===== src/rtl/div_unit_if.sv =====
// Start/stall/done bundle between the execute-stage controller and the divider.
interface div_unit_if #(
   parameter int XLEN = 32
) ();
   // start: one-cycle request, taken only when the divider is idle and kill is low.
   // stall: high from the accepting cycle until the result is ready.
   // done: one-cycle pulse in which result is valid; result then holds until the next accepted start.
   logic            start;
   logic            kill;
   logic [1:0]      op;
   logic [XLEN-1:0] a;
   logic [XLEN-1:0] b;
   logic            stall;
   logic            done;
   logic [XLEN-1:0] result;

   modport master (output start, kill, op, a, b, input stall, done, result);
   modport slave  (input start, kill, op, a, b, output stall, done, result);
endinterface


===== src/rtl/div_unit.sv =====
// Iterative radix-2 restoring divider for DIV/DIVU/REM/REMU.
// Define DIV_EARLY_OUT_EN to finish divide-by-zero and signed overflow in one cycle.
module div_unit #(
   parameter int XLEN = 32
) (
   input  logic       clk,
   input  logic       reset,
   div_unit_if.slave  bus,
   output logic [1:0] dbg_state
);
   localparam int CW = $clog2(XLEN) + 1;
   localparam logic [XLEN-1:0] MIN_NEG = {1'b1, {(XLEN-1){1'b0}}};

   typedef enum logic [1:0] {IDLE = 2'd0, BUSY = 2'd1, DONE = 2'd2} state_t;

   state_t          state, state_nxt;
   logic [CW-1:0]   cnt;
   logic            rem_op_q;
   logic            q_neg_q, r_neg_q, div0_q, ovf_q;
   logic [XLEN-1:0] a_q;
   logic [XLEN-1:0] dq_q;
   logic [XLEN-1:0] dvs_q;
   logic [XLEN-1:0] rem_q;
   logic [XLEN-1:0] res_new, res_hold;

   logic            stall_c, done_c, load, step, finish;
   logic            signed_op, a_neg, b_neg, in_div0, in_ovf;
   logic [XLEN-1:0] a_mag, b_mag;
   logic [XLEN:0]   rem_sh, diff;
   logic            take;
   logic [XLEN-1:0] rem_nxt, dq_nxt, quo_fix, rem_fix, busy_res;

   assign signed_op = ~bus.op[0];
   assign a_neg     = signed_op & bus.a[XLEN-1];
   assign b_neg     = signed_op & bus.b[XLEN-1];
   // -MIN_NEG wraps to itself, which is exactly its unsigned magnitude.
   assign a_mag     = a_neg ? -bus.a : bus.a;
   assign b_mag     = b_neg ? -bus.b : bus.b;
   assign in_div0   = (bus.b == '0);
   assign in_ovf    = signed_op & (bus.a == MIN_NEG) & (bus.b == '1);

   // One restoring step; the extra top bit of diff is the borrow.
   assign rem_sh  = {rem_q, dq_q[XLEN-1]};
   assign diff    = rem_sh - {1'b0, dvs_q};
   assign take    = ~diff[XLEN];
   assign rem_nxt = take ? diff[XLEN-1:0] : rem_sh[XLEN-1:0];
   assign dq_nxt  = {dq_q[XLEN-2:0], take};

   assign quo_fix  = q_neg_q ? -dq_nxt : dq_nxt;
   assign rem_fix  = r_neg_q ? -rem_nxt : rem_nxt;
   assign busy_res = div0_q ? (rem_op_q ? a_q : '1) :
                     ovf_q  ? (rem_op_q ? '0 : MIN_NEG) :
                              (rem_op_q ? rem_fix : quo_fix);

`ifdef DIV_EARLY_OUT_EN
   logic [XLEN-1:0] early_res;
   logic            early;
   assign early     = in_div0 | in_ovf;
   assign early_res = in_div0 ? (bus.op[1] ? bus.a : '1) :
                                (bus.op[1] ? '0 : MIN_NEG);
`endif

   always_comb begin
      state_nxt = state;
      stall_c   = 1'b0;
      done_c    = 1'b0;
      load      = 1'b0;
      step      = 1'b0;
      finish    = 1'b0;
      case (state)
         IDLE: begin
            if (bus.start && !bus.kill) begin
               stall_c = 1'b1;
               load    = 1'b1;
`ifdef DIV_EARLY_OUT_EN
               state_nxt = early ? DONE : BUSY;
`else
               state_nxt = BUSY;
`endif
            end
         end
         BUSY: begin
            stall_c = 1'b1;
            if (bus.kill) begin
               state_nxt = IDLE;
            end else begin
               step = 1'b1;
               if (cnt == CW'(XLEN - 1)) begin
                  finish    = 1'b1;
                  state_nxt = DONE;
               end
            end
         end
         DONE: begin
            done_c    = ~bus.kill;
            state_nxt = IDLE;
         end
         default: state_nxt = IDLE;
      endcase
   end

   always_ff @(posedge clk or negedge reset) begin
      if (!reset) begin
         state    <= IDLE;
         cnt      <= '0;
         rem_op_q <= 1'b0;
         q_neg_q  <= 1'b0;
         r_neg_q  <= 1'b0;
         div0_q   <= 1'b0;
         ovf_q    <= 1'b0;
         a_q      <= '0;
         dq_q     <= '0;
         dvs_q    <= '0;
         rem_q    <= '0;
         res_new  <= '0;
         res_hold <= '0;
      end else begin
         state <= state_nxt;
         if (load) begin
            rem_op_q <= bus.op[1];
            q_neg_q  <= a_neg ^ b_neg;
            r_neg_q  <= a_neg;
            div0_q   <= in_div0;
            ovf_q    <= in_ovf;
            a_q      <= bus.a;
            dq_q     <= a_mag;
            dvs_q    <= b_mag;
            rem_q    <= '0;
            cnt      <= '0;
`ifdef DIV_EARLY_OUT_EN
            if (early) res_new <= early_res;
`endif
         end
         if (step) begin
            rem_q <= rem_nxt;
            dq_q  <= dq_nxt;
            cnt   <= cnt + CW'(1);
         end
         if (finish) res_new <= busy_res;
         // A killed DONE never publishes, so the visible result stays put.
         if (done_c) res_hold <= res_new;
      end
   end

   assign bus.stall  = stall_c & reset;
   assign bus.done   = done_c;
   assign bus.result = done_c ? res_new : res_hold;
   assign dbg_state  = state;
endmodule


===== src/flat_wrapper.sv =====
// flat-port wrapper written by rule: the top's interface ports become plain ports
module div_unit_flat 
#(
   parameter int XLEN = 32
)
  (clk, reset, dbg_state, bus_start, bus_kill, bus_op, bus_a, bus_b, bus_stall, bus_done, bus_result);
  div_unit_if #(.XLEN(XLEN)) bus_i ();
  input  logic clk;
  input  logic reset;
  output logic [1:0] dbg_state;
  input wire logic [$bits(bus_i.start)-1:0] bus_start;
  input wire logic [$bits(bus_i.kill)-1:0] bus_kill;
  input wire logic [$bits(bus_i.op)-1:0] bus_op;
  input wire logic [$bits(bus_i.a)-1:0] bus_a;
  input wire logic [$bits(bus_i.b)-1:0] bus_b;
  output wire logic [$bits(bus_i.stall)-1:0] bus_stall;
  output wire logic [$bits(bus_i.done)-1:0] bus_done;
  output wire logic [$bits(bus_i.result)-1:0] bus_result;
  assign bus_i.start = bus_start;
  assign bus_i.kill = bus_kill;
  assign bus_i.op = bus_op;
  assign bus_i.a = bus_a;
  assign bus_i.b = bus_b;
  assign bus_stall = bus_i.stall;
  assign bus_done = bus_i.done;
  assign bus_result = bus_i.result;
  div_unit #(.XLEN(XLEN)) u_core (.clk(clk), .reset(reset), .bus(bus_i), .dbg_state(dbg_state));
endmodule

===== config.mk =====
export PLATFORM = sky130hd
export DESIGN_NAME = div_unit_flat
export DESIGN_NICKNAME = d
export VERILOG_FILES = /design/src/rtl/div_unit_if.sv /design/src/rtl/div_unit.sv /design/src/flat_wrapper.sv
export SDC_FILE = /design/constraint.sdc
export NUM_CORES = 1
export LEC_CHECK = 0
export CORE_MARGIN = 1.5
export CORE_UTILIZATION = 45
export DETAILED_ROUTE_END_ITERATION = 6
export HOLD_SLACK_MARGIN = 0.06
export PLACE_DENSITY = 0.7
export SLEW_MARGIN = 20
export SYNTH_ARGS = -nofsm -noshare
export SYNTH_HDL_FRONTEND = slang
export SYNTH_SLANG_ARGS = --single-unit

===== constraint.sdc =====
create_clock -name clk -period 5.4 [get_ports clk]
set_clock_uncertainty 0.15 [all_clocks]
set_input_delay 0.54 -clock clk [delete_from_list [all_inputs] [get_ports clk]]
set_output_delay 0.54 -clock clk [all_outputs]
set_load 0.01 [all_outputs]

==> summary.md, run 1 <==
| Metric | Value |
|---|---|
| Max incr delay on CP | `0.50 ns` |
| Post-Route Hold Slack | `0.3190 ns` |
| Sw frac | `0.4121` |
| Antenna violations before repair | `3` |
| Startpoint types | `flip-flop` |
| Row cnt | `64` |
| Worst-path clk slew | `0.06 ns` |
| Chip Height | `179.4 microns` |
| Initial Util | `0.4580` |
| CTS sink count | `205` |
| CTS tree | `done` |
| Total track usage | `0.2797` |
| Vias/cell | `6.116` |
| Global route overflow | `0` |
| Levels on crit path | `20` |
| F_max | `196.9 MHz` |
| Routed WL | `45.83 mm` |
| Hold Vio Cnt, Final | `0` |
| Layout cells sized above 1 | `0.08366` |
| #FFs+latches synth | `205` |
| First-pass GRT wire length | `72.57 mm` |
| Seq pwr share | `0.292` |
| Hold Crit Class | `reg2reg` |
| Synth cell types | `87` |
| Die W | `179.4 microns` |
| CP top delay family | `simple AND/OR/NAND/NOR gates` |
| Root buf cell | `clkbuf_16` |
| CP cell instances | `inv_1, ha_1, fa_1, nand2b_1, a2111o_1, a21boi_1, o2111ai_1, o211a_1, inv_2, buf_8, nor2_1, a21oi_1, ha_2, nand2b_1, nor4_4, o22ai_2, or3_4, or4b_1, nand3_1, o21ai_1` |
| IO Port Bufs | `105` |
| Cts bufs inserted | `26` |
| Setup_tns | `0 ns` |
| Post-Syn Area per Cell | `8.343 sq um` |
| Final Non-Filler Cells | `2165` |
| Most used cell, CP | `nand2b_1` |
| Tcrit/Tclk final | `0.9404` |
| 1st-pass router iterations | `6` |
| Post-synth EDFFs | `0` |
| Number of diodes | `0` |
| Slew HR | `0.3282` |
| WL/cell | `21.17 microns` |
| R2R Setup Slk | `0.32 ns` |
| Worst VDD drop | `0.2752 mV` |
| Tmin final | `5.078 ns` |
| Synthesis-to-finish area growth | `17.18%` |
| Vias in the first global route | `12.50k` |
| DR iter-0 viols | `1288` |
| Worst-Margin Slew | `0.9951 ns` |
| I/O Pins | `106` |
| Synthesized instance count | `1679` |
| Syn Nets | `1788` |
| Required time of the critical path | `5.68 ns` |
| Die area | `32200 sq um` |
| Power Total | `0.006873 W` |
| Clock share of power | `0.273` |
| Run status | `finished, final reports clean` |
| Hold Path Depth | `2` |
| Leak Pwr | `7.049 nW` |
| Final-stage net count | `1859` |
| Gate power share | `0.435` |
| Drc violations | `0` |
| Gp weighted congestion | `0.9833` |
| Antenna Nets Post-Route | `0` |
| Post-layout util | `0.5366` |
| CP arrival | `5.36 ns` |
| Synth Area in Simple Gates | `0.1872` |
| FF-to-FF path depth | `20` |
| Mux cell area share after synthesis | `0.04680` |
| Yosys warnings | `0` |
| Max-slew violations | `0` |
| Max-cap violations | `0` |
| Sequential fraction of the synthesis area | `0.3662` |
| Power Dens Cells | `418.7 nW/um^2` |
| Largest net degree at the start of global routing | `76` |
| Mapped Area | `14010 sq um` |
| Cell internal pwr | `0.004041 W` |
| Synth Area in Compound Gates | `0.2398` |
| Setup bufs post-CTS | `0` |
| Largest family of logic cells by synthesized area | `compound AO/OA/AOI/OAI gates` |
| Final setup violation count | `0` |
| CTS Buffer Depth | `3` |
| Slowest CP cell | `or4b_1` |
| Via count | `13.24k` |
| Post-synth ARST share | `1.000` |
| Most frequent cells in the layout | `nand2_1 (270), dfrtp_1 (205), o21ai_0 (192)` |
| Unrepaired setup endpoints after global routing | `no` |
| Worst skew pair latency | `0.55 ns` |
| Dpl cells | `2117` |
| Post-Synth Adder-Cell Area | `0.03537` |
| Xor/xnor share of the synthesized area | `0.08253` |
| P_sw | `0.002832 W` |
| H-tree depth | `1` |
| Critical path class | `reg2reg` |
| CP Capture Type | `flip-flop` |
| DP HPWL | `34.16 mm` |
| Worst path bufs/invs | `3` |
| Primary FF master, synth | `dfrtp_1` |
| CP max FO | `26` |
| Most common cell after layout, fill and taps aside | `nand2_1` |
| Core area | `30590 sq um` |
==> flip-flops by register name, summed over array words and instances (netlist names), 2 cells and up <==
signal and count:
u_core.a_q 32, u_core.dq_q 32, u_core.dvs_q 32, u_core.rem_q 32
u_core.res_hold 32, u_core.res_new 32, u_core.cnt 6, u_core.dbg_state 2
==> Yosys cell counts, types with 5 or more instances <==
| master | number | area [sq um] |
|---|---|---|
| o211a_1 | 8 | 80.08 |
| and2_1 | 5 | 31.28 |
| a31oi_1 | 23 | 143.9 |
| nand4_1 | 18 | 112.6 |
| or3_1 | 22 | 137.6 |
| o31ai_1 | 34 | 255.2 |
| nor2b_1 | 7 | 43.79 |
| nand4b_1 | 5 | 43.79 |
| a22o_1 | 10 | 87.58 |
| o21ai_0 | 192 | 960.9 |
| mux2_2 | 36 | 405.4 |
| and4_1 | 8 | 70.07 |
| a21o_1 | 15 | 112.6 |
| nand2_1 | 270 | 1013 |
| o21a_1 | 7 | 52.55 |
| clkbuf_1 | 79 | 296.5 |
| xnor2_1 | 69 | 604.3 |
| xor2_1 | 63 | 551.8 |
| nor3b_1 | 8 | 60.06 |
| dfrtp_1 | 205 | 5130 |
| buf_2 | 12 | 60.06 |
| a21oi_1 | 90 | 450.4 |
| nand3_1 | 21 | 105.1 |
| and3_1 | 8 | 50.05 |
| o21ai_1 | 6 | 30.03 |
| a221oi_1 | 6 | 52.55 |
| nor2_1 | 101 | 379.1 |
| or4_1 | 7 | 52.55 |
| nand2b_1 | 15 | 93.84 |
| nor4_1 | 21 | 131.4 |
| ha_1 | 38 | 475.5 |
| o41ai_1 | 8 | 70.07 |
| a21boi_0 | 7 | 52.55 |
| inv_1 | 51 | 191.4 |
| o22ai_1 | 11 | 68.82 |
| or2_2 | 8 | 50.05 |
| nor3_1 | 28 | 140.1 |
| mux2i_1 | 25 | 250.2 |
| o211ai_1 | 13 | 97.59 |
| a22oi_1 | 34 | 255.2 |
==> power groups by stage <==
stage / logic [W] / registers, W / clock network [W]
finish: 0.00299 / 0.00201 / 0.00188
global route: 0.00326 / 0.00203 / 0.00196
CTS: 0.00293 / 0.00199 / 0.00190
detailed placement: 0.00291 / 0.00202 / 0
global placement: 0.00289 / 0.00201 / 0
floorplan: 0.00208 / 0.00191 / 0
==> final timing paths <==
| check | from | end |
|---|---|---|
| min reg2reg | u_core.div0_q | u_core.div0_q |
| min | u_core.div0_q | u_core.div0_q |
| max | u_core.dq_q[31] | u_core.res_new[28] |
| min in group asynchronous | reset | u_core.res_hold[11] |
| max in group asynchronous | reset | u_core.dvs_q[15] |
| max reg2reg | u_core.dq_q[31] | u_core.res_new[28] |
==> logic make-up after synthesis <==
family                     after synthesis
and+or+nand+nor                        564
AOI/OAI and AO/OA                      526
DFF                                    205
buffers and inverters                  152
xor gates and xnor gates               132
muxes                                   61
adders and majority gates               39
==> routing by layer <==
layer | vias to the layer above | global-route usage | wire, microns
li1 | 6208 | - | -
met1 | 6425 | 0.4227 | 21420
met2 | 528 | 0.4146 | 19450
met3 | 78 | 0.04153 | 3667
met4 | 2 | 0.07500 | 1290
met5 | - | 0 | 9
==> worst register-to-register path, stage by stage, from the launching register on <==
cell and delay (ns):
dfrtp_1 0.40, inv_1 0.08, ha_1 0.21, fa_1 0.42, nand2b_1 0.23, a2111o_1 0.47, a21boi_1 0.23, o2111ai_1 0.13
o211a_1 0.18, inv_2 0.12, buf_8 0.21, nor2_1 0.07, a21oi_1 0.20, ha_2 0.28, nand2b_1 0.11, nor4_4 0.22
o22ai_2 0.19, or3_4 0.43, or4b_1 0.50, nand3_1 0.10, o21ai_1 0.06
==> final cells by class <==
cell class | count | area [sq um]
Clock buffer | 32 | 703.2
Clock inverter | 15 | 221.5
Fill cell | 2882 | 14170
Inverter | 56 | 210.2
Multi-Input combinational cell | 1322 | 8335
Sequential cell | 205 | 5130
Tap cell | 396 | 495.5
Timing Repair Buffer | 139 | 1320
==> timing repair <==
| action | CTS | global route |
|---|---|---|
| endpoints found under the hold margin | 72 | 0 |
| endpoints found under the setup margin | 0 | 6 |
| hold buffers | 1 | 0 |
| resized for setup | 0 | 6 |
==> metrics by stage <==
stage          instance area [sq um]  worst slack (ns)
2_1_floorplan                  14010          0.003524
3_3_place_gp                   15450            0.3616
3_5_place_dp                   15450            0.2244
4_1_cts                        16390            0.2022
5_1_grt                        16420          0.001283
6_report                       16420            0.3220
Power figures use the tool's default switching activity.
==> run 2: changes to the inputs <==
TNS_END_PERCENT = 5   (was default)
==> results of run 2 <==
No change in the layout: final DEF, timing and power equal those of run 1.
==> run 3: changes to the inputs <==
CELL_PAD_IN_SITES_DETAIL_PLACEMENT = 0   (was default)
CELL_PAD_IN_SITES_GLOBAL_PLACEMENT = 1   (was default)
CORE_MARGIN = default   (was 1.5)
CORE_UTILIZATION = 41   (was 45)
MAX_ROUTING_LAYER = met4   (was default)
PLACE_DENSITY = 0.82   (was 0.7)
==> run 3 against run 2 <==
Net effect: final cell count rose by 2.3%; first-iteration DRC count down 9.2%; clock power shrank 4%; combinational power decreased by 1%; routed wire length fell by 0.29%; power shrank 1.6%; critical endpoint unchanged; setup slack got worse by 0.047 ns; sequential cell count did not move; sequential share of layout area hardly changed; global-route usage decreased by 1.3 points; sequential power hardly changed; critical path type unchanged.
==> summary.md, run 3 (synthesis gave the netlist of run 1 again) <==
| Metric | Value |
|---|---|
| Run status | `finished, final reports clean (unchanged)` |
| Number of diodes | `0 (unchanged)` |
| Worst VDD drop | `0.2735 mV (was 0.2752 mV)` |
| Die W | `186.8 microns (was 179.4 microns)` |
| Startpoint types | `flip-flop (unchanged)` |
| Critical path class | `reg2reg (unchanged)` |
| Die area | `34910 sq um (was 32200 sq um)` |
| Power Dens Cells | `411.5 nW/um^2 (was 418.7 nW/um^2)` |
| Antenna violations before repair | `1 (was 3)` |
| Hold Vio Cnt, Final | `0 (unchanged)` |
| Vias/cell | `5.873 (was 6.116)` |
| Slowest CP cell | `or4b_1 (unchanged)` |
| First-pass GRT wire length | `71.72 mm (was 72.57 mm)` |
| Layout cells sized above 1 | `0.08319 (was 0.08366)` |
| Max incr delay on CP | `0.52 ns (was 0.50 ns)` |
| Worst path bufs/invs | `3 (unchanged)` |
| CTS sink count | `205 (unchanged)` |
| Final setup violation count | `0 (unchanged)` |
| Vias in the first global route | `12.27k (was 12.50k)` |
| Levels on crit path | `19 (was 20)` |
| Worst-Margin Slew | `0.9572 ns (was 0.9951 ns)` |
| Tcrit/Tclk final | `0.9491 (was 0.9404)` |
| Via count | `13.01k (was 13.24k)` |
| Setup_tns | `0 ns (unchanged)` |
| Global route overflow | `0 (unchanged)` |
| Gp weighted congestion | `0.9538 (was 0.9833)` |
| Unrepaired setup endpoints after global routing | `no (unchanged)` |
| WL/cell | `20.63 microns (was 21.17 microns)` |
| Tmin final | `5.125 ns (was 5.078 ns)` |
| Chip Height | `186.8 microns (was 179.4 microns)` |
| Largest net degree at the start of global routing | `76 (unchanged)` |
| Hold Crit Class | `reg2reg (unchanged)` |
| RR Startpoint | `u_core.dq_q[31] (unchanged)` |
| Design area | `16430 sq um (was 16420 sq um)` |
| CTS tree | `done (unchanged)` |
| DR iter-0 viols | `1169 (was 1288)` |
| Most common cell after layout, fill and taps aside | `nand2_1 (unchanged)` |
| CTS Buffer Depth | `3 (unchanged)` |
| Setup bufs post-CTS | `0 (unchanged)` |
| Drc violations | `0 (unchanged)` |
| Max-cap violations | `0 (unchanged)` |
| Root buf cell | `clkbuf_16 (unchanged)` |
| Total track usage | `0.2670 (was 0.2797)` |
| I/O Pins | `106 (unchanged)` |
| Crit path capture | `u_core.res_new[28] (unchanged)` |
| Worst skew pair latency | `0.54 ns (was 0.55 ns)` |
| Row cnt | `67 (was 64)` |
| Worst-path clk slew | `0.06 ns (about the same)` |
| H-tree depth | `1 (unchanged)` |
| Most frequent cells in the layout | `nand2_1 (270), dfrtp_1 (205), o21ai_0 (192) (unchanged)` |
| Antenna Nets Post-Route | `0 (unchanged)` |
| Final WS setup | `0.2751 ns (was 0.3220 ns)` |
| Leak Pwr | `7.042 nW (was 7.049 nW)` |
| Synthesis-to-finish area growth | `17.31% (was 17.18%)` |
| CP max FO | `8 (was 26)` |
| Required time of the critical path | `5.67 ns (was 5.68 ns)` |
| Pre-CTS WS | `0.2652 ns (was 0.2244 ns)` |
| Routed WL | `45.70 mm (was 45.83 mm)` |
| Core area | `33620 sq um (was 30590 sq um)` |
| Crit path from | `u_core.dq_q[31] (unchanged)` |
| Cts bufs inserted | `25 (was 26)` |
| Slew HR | `0.3619 (was 0.3282)` |
| FF-to-FF path depth | `19 (was 20)` |
| CP arrival | `5.40 ns (was 5.36 ns)` |
| Max-slew violations | `0 (unchanged)` |
| Initial Util | `0.4167 (was 0.4580)` |
| CP cell instances | `inv_1, ha_1, fa_1, nand2b_1, a2111o_1, a21boi_2, buf_4, o211a_1, o211a_1, inv_2, a21oi_1, ha_1, nand2b_1, nor4_4, o22ai_2, or3_4, or4b_1, nand3_1, o21ai_1 (was inv_1, ha_1, fa_1, nand2b_1, a2111o_1, a21boi_1, o2111ai_1, o211a_1, inv_2, buf_8, nor2_1, a21oi_1, ha_2, nand2b_1, nor4_4, o22ai_2, or3_4, or4b_1, nand3_1, o21ai_1)` |
| CP Capture Type | `flip-flop (unchanged)` |
| 1st-pass router iterations | `6 (unchanged)` |
| Final-stage net count | `1858 (was 1859)` |
| DP HPWL | `34.00 mm (was 34.16 mm)` |
| # fillers | `3266 (was 2882)` |
| IO Port Bufs | `105 (unchanged)` |
| F_max | `195.1 MHz (was 196.9 MHz)` |
| Post-DP Area | `15520 sq um (was 15450 sq um)` |
| R2R Setup Slk | `0.28 ns (was 0.32 ns)` |
| CP top delay family | `simple AND/OR/NAND/NOR gates (unchanged)` |
| R2r endpoint | `u_core.res_new[28] (unchanged)` |
run 3: changes by cell type in the layout (fill, tap and decap cells not counted), sizes merged:
| cell | delta |
|---|---|
| clkinvlp | -2 |
| bufinv | -1 |
| inv | +1 |
run 3: how the worst min path moves through the flow:
stage,from,cells after the start,endpoint
global placement,u_core.a_q[27],2,u_core.a_q[27]
detailed placement,u_core.a_q[7],2,u_core.a_q[7]
finish,u_core.a_q[7],2,u_core.a_q[7]
CTS,u_core.a_q[7],2,u_core.a_q[7]
floorplan,reset,0,u_core.a_q[0]
global route,u_core.a_q[14],2,u_core.a_q[14]
run 3: tightest hold or removal path: stages (launching register included):
cell and delay, ns:
dfrtp_1 0.34, nand2_1 0.05, nand2_1 0.05
run 3: what timing repair did:
item | CTS | global route
gates resized for setup | 0 | 5
endpoints found under the setup margin | 0 | 5
hold buffers | 1 | 0
hold endpoints to repair | 66 | 0
run 3: layout make-up:
cell class / count / area (sq um) / share of cell area
inverters: 56 / 210.2 / 0.01279
flip-flops and latches: 205 / 5130 / 0.3122
repair buffers: 139 / 1316 / 0.08010
well taps: 448 / 560.5 / 0.03411
clock inverters: 13 / 177.7 / 0.01081
clock buffers: 32 / 701.9 / 0.04271
multi-input cells: 1322 / 8337 / 0.5073
run 3: metrics by stage:
| step | hold slack, ns | instances | util | total power (W) |
|---|---|---|---|---|
| CTS | 0.3274 | 2215 | 0.4881 | 0.006727 |
| global placement | 0.3041 | 2169 | 0.4617 | 0.004873 |
| detailed placement | 0.3121 | 2169 | 0.4617 | 0.004897 |
| finish | 0.3236 | 2215 | 0.4889 | 0.006763 |
| global route | 0.3415 | 2215 | 0.4889 | 0.007132 |
| floorplan | 0.09441 | 1679 | - | 0.003987 |
run 3: where the power goes:
part           internal [W]  leakage (nW)  switching [W]
Clock               0.00111         0.431       0.000706
Sequential          0.00174          2.71       0.000259
Combinational       0.00113          3.90        0.00183
Total               0.00397          7.04        0.00279
run 3: routing by layer:
metal | track usage | vias up | part of all wire
met4 | 0.07251 | 0 | 0.027
met5 | - | - | 0
li1 | - | 6207 | -
met1 | 0.3920 | 6234 | 0.48
met3 | 0.03696 | 70 | 0.071
met2 | 0.3819 | 498 | 0.42
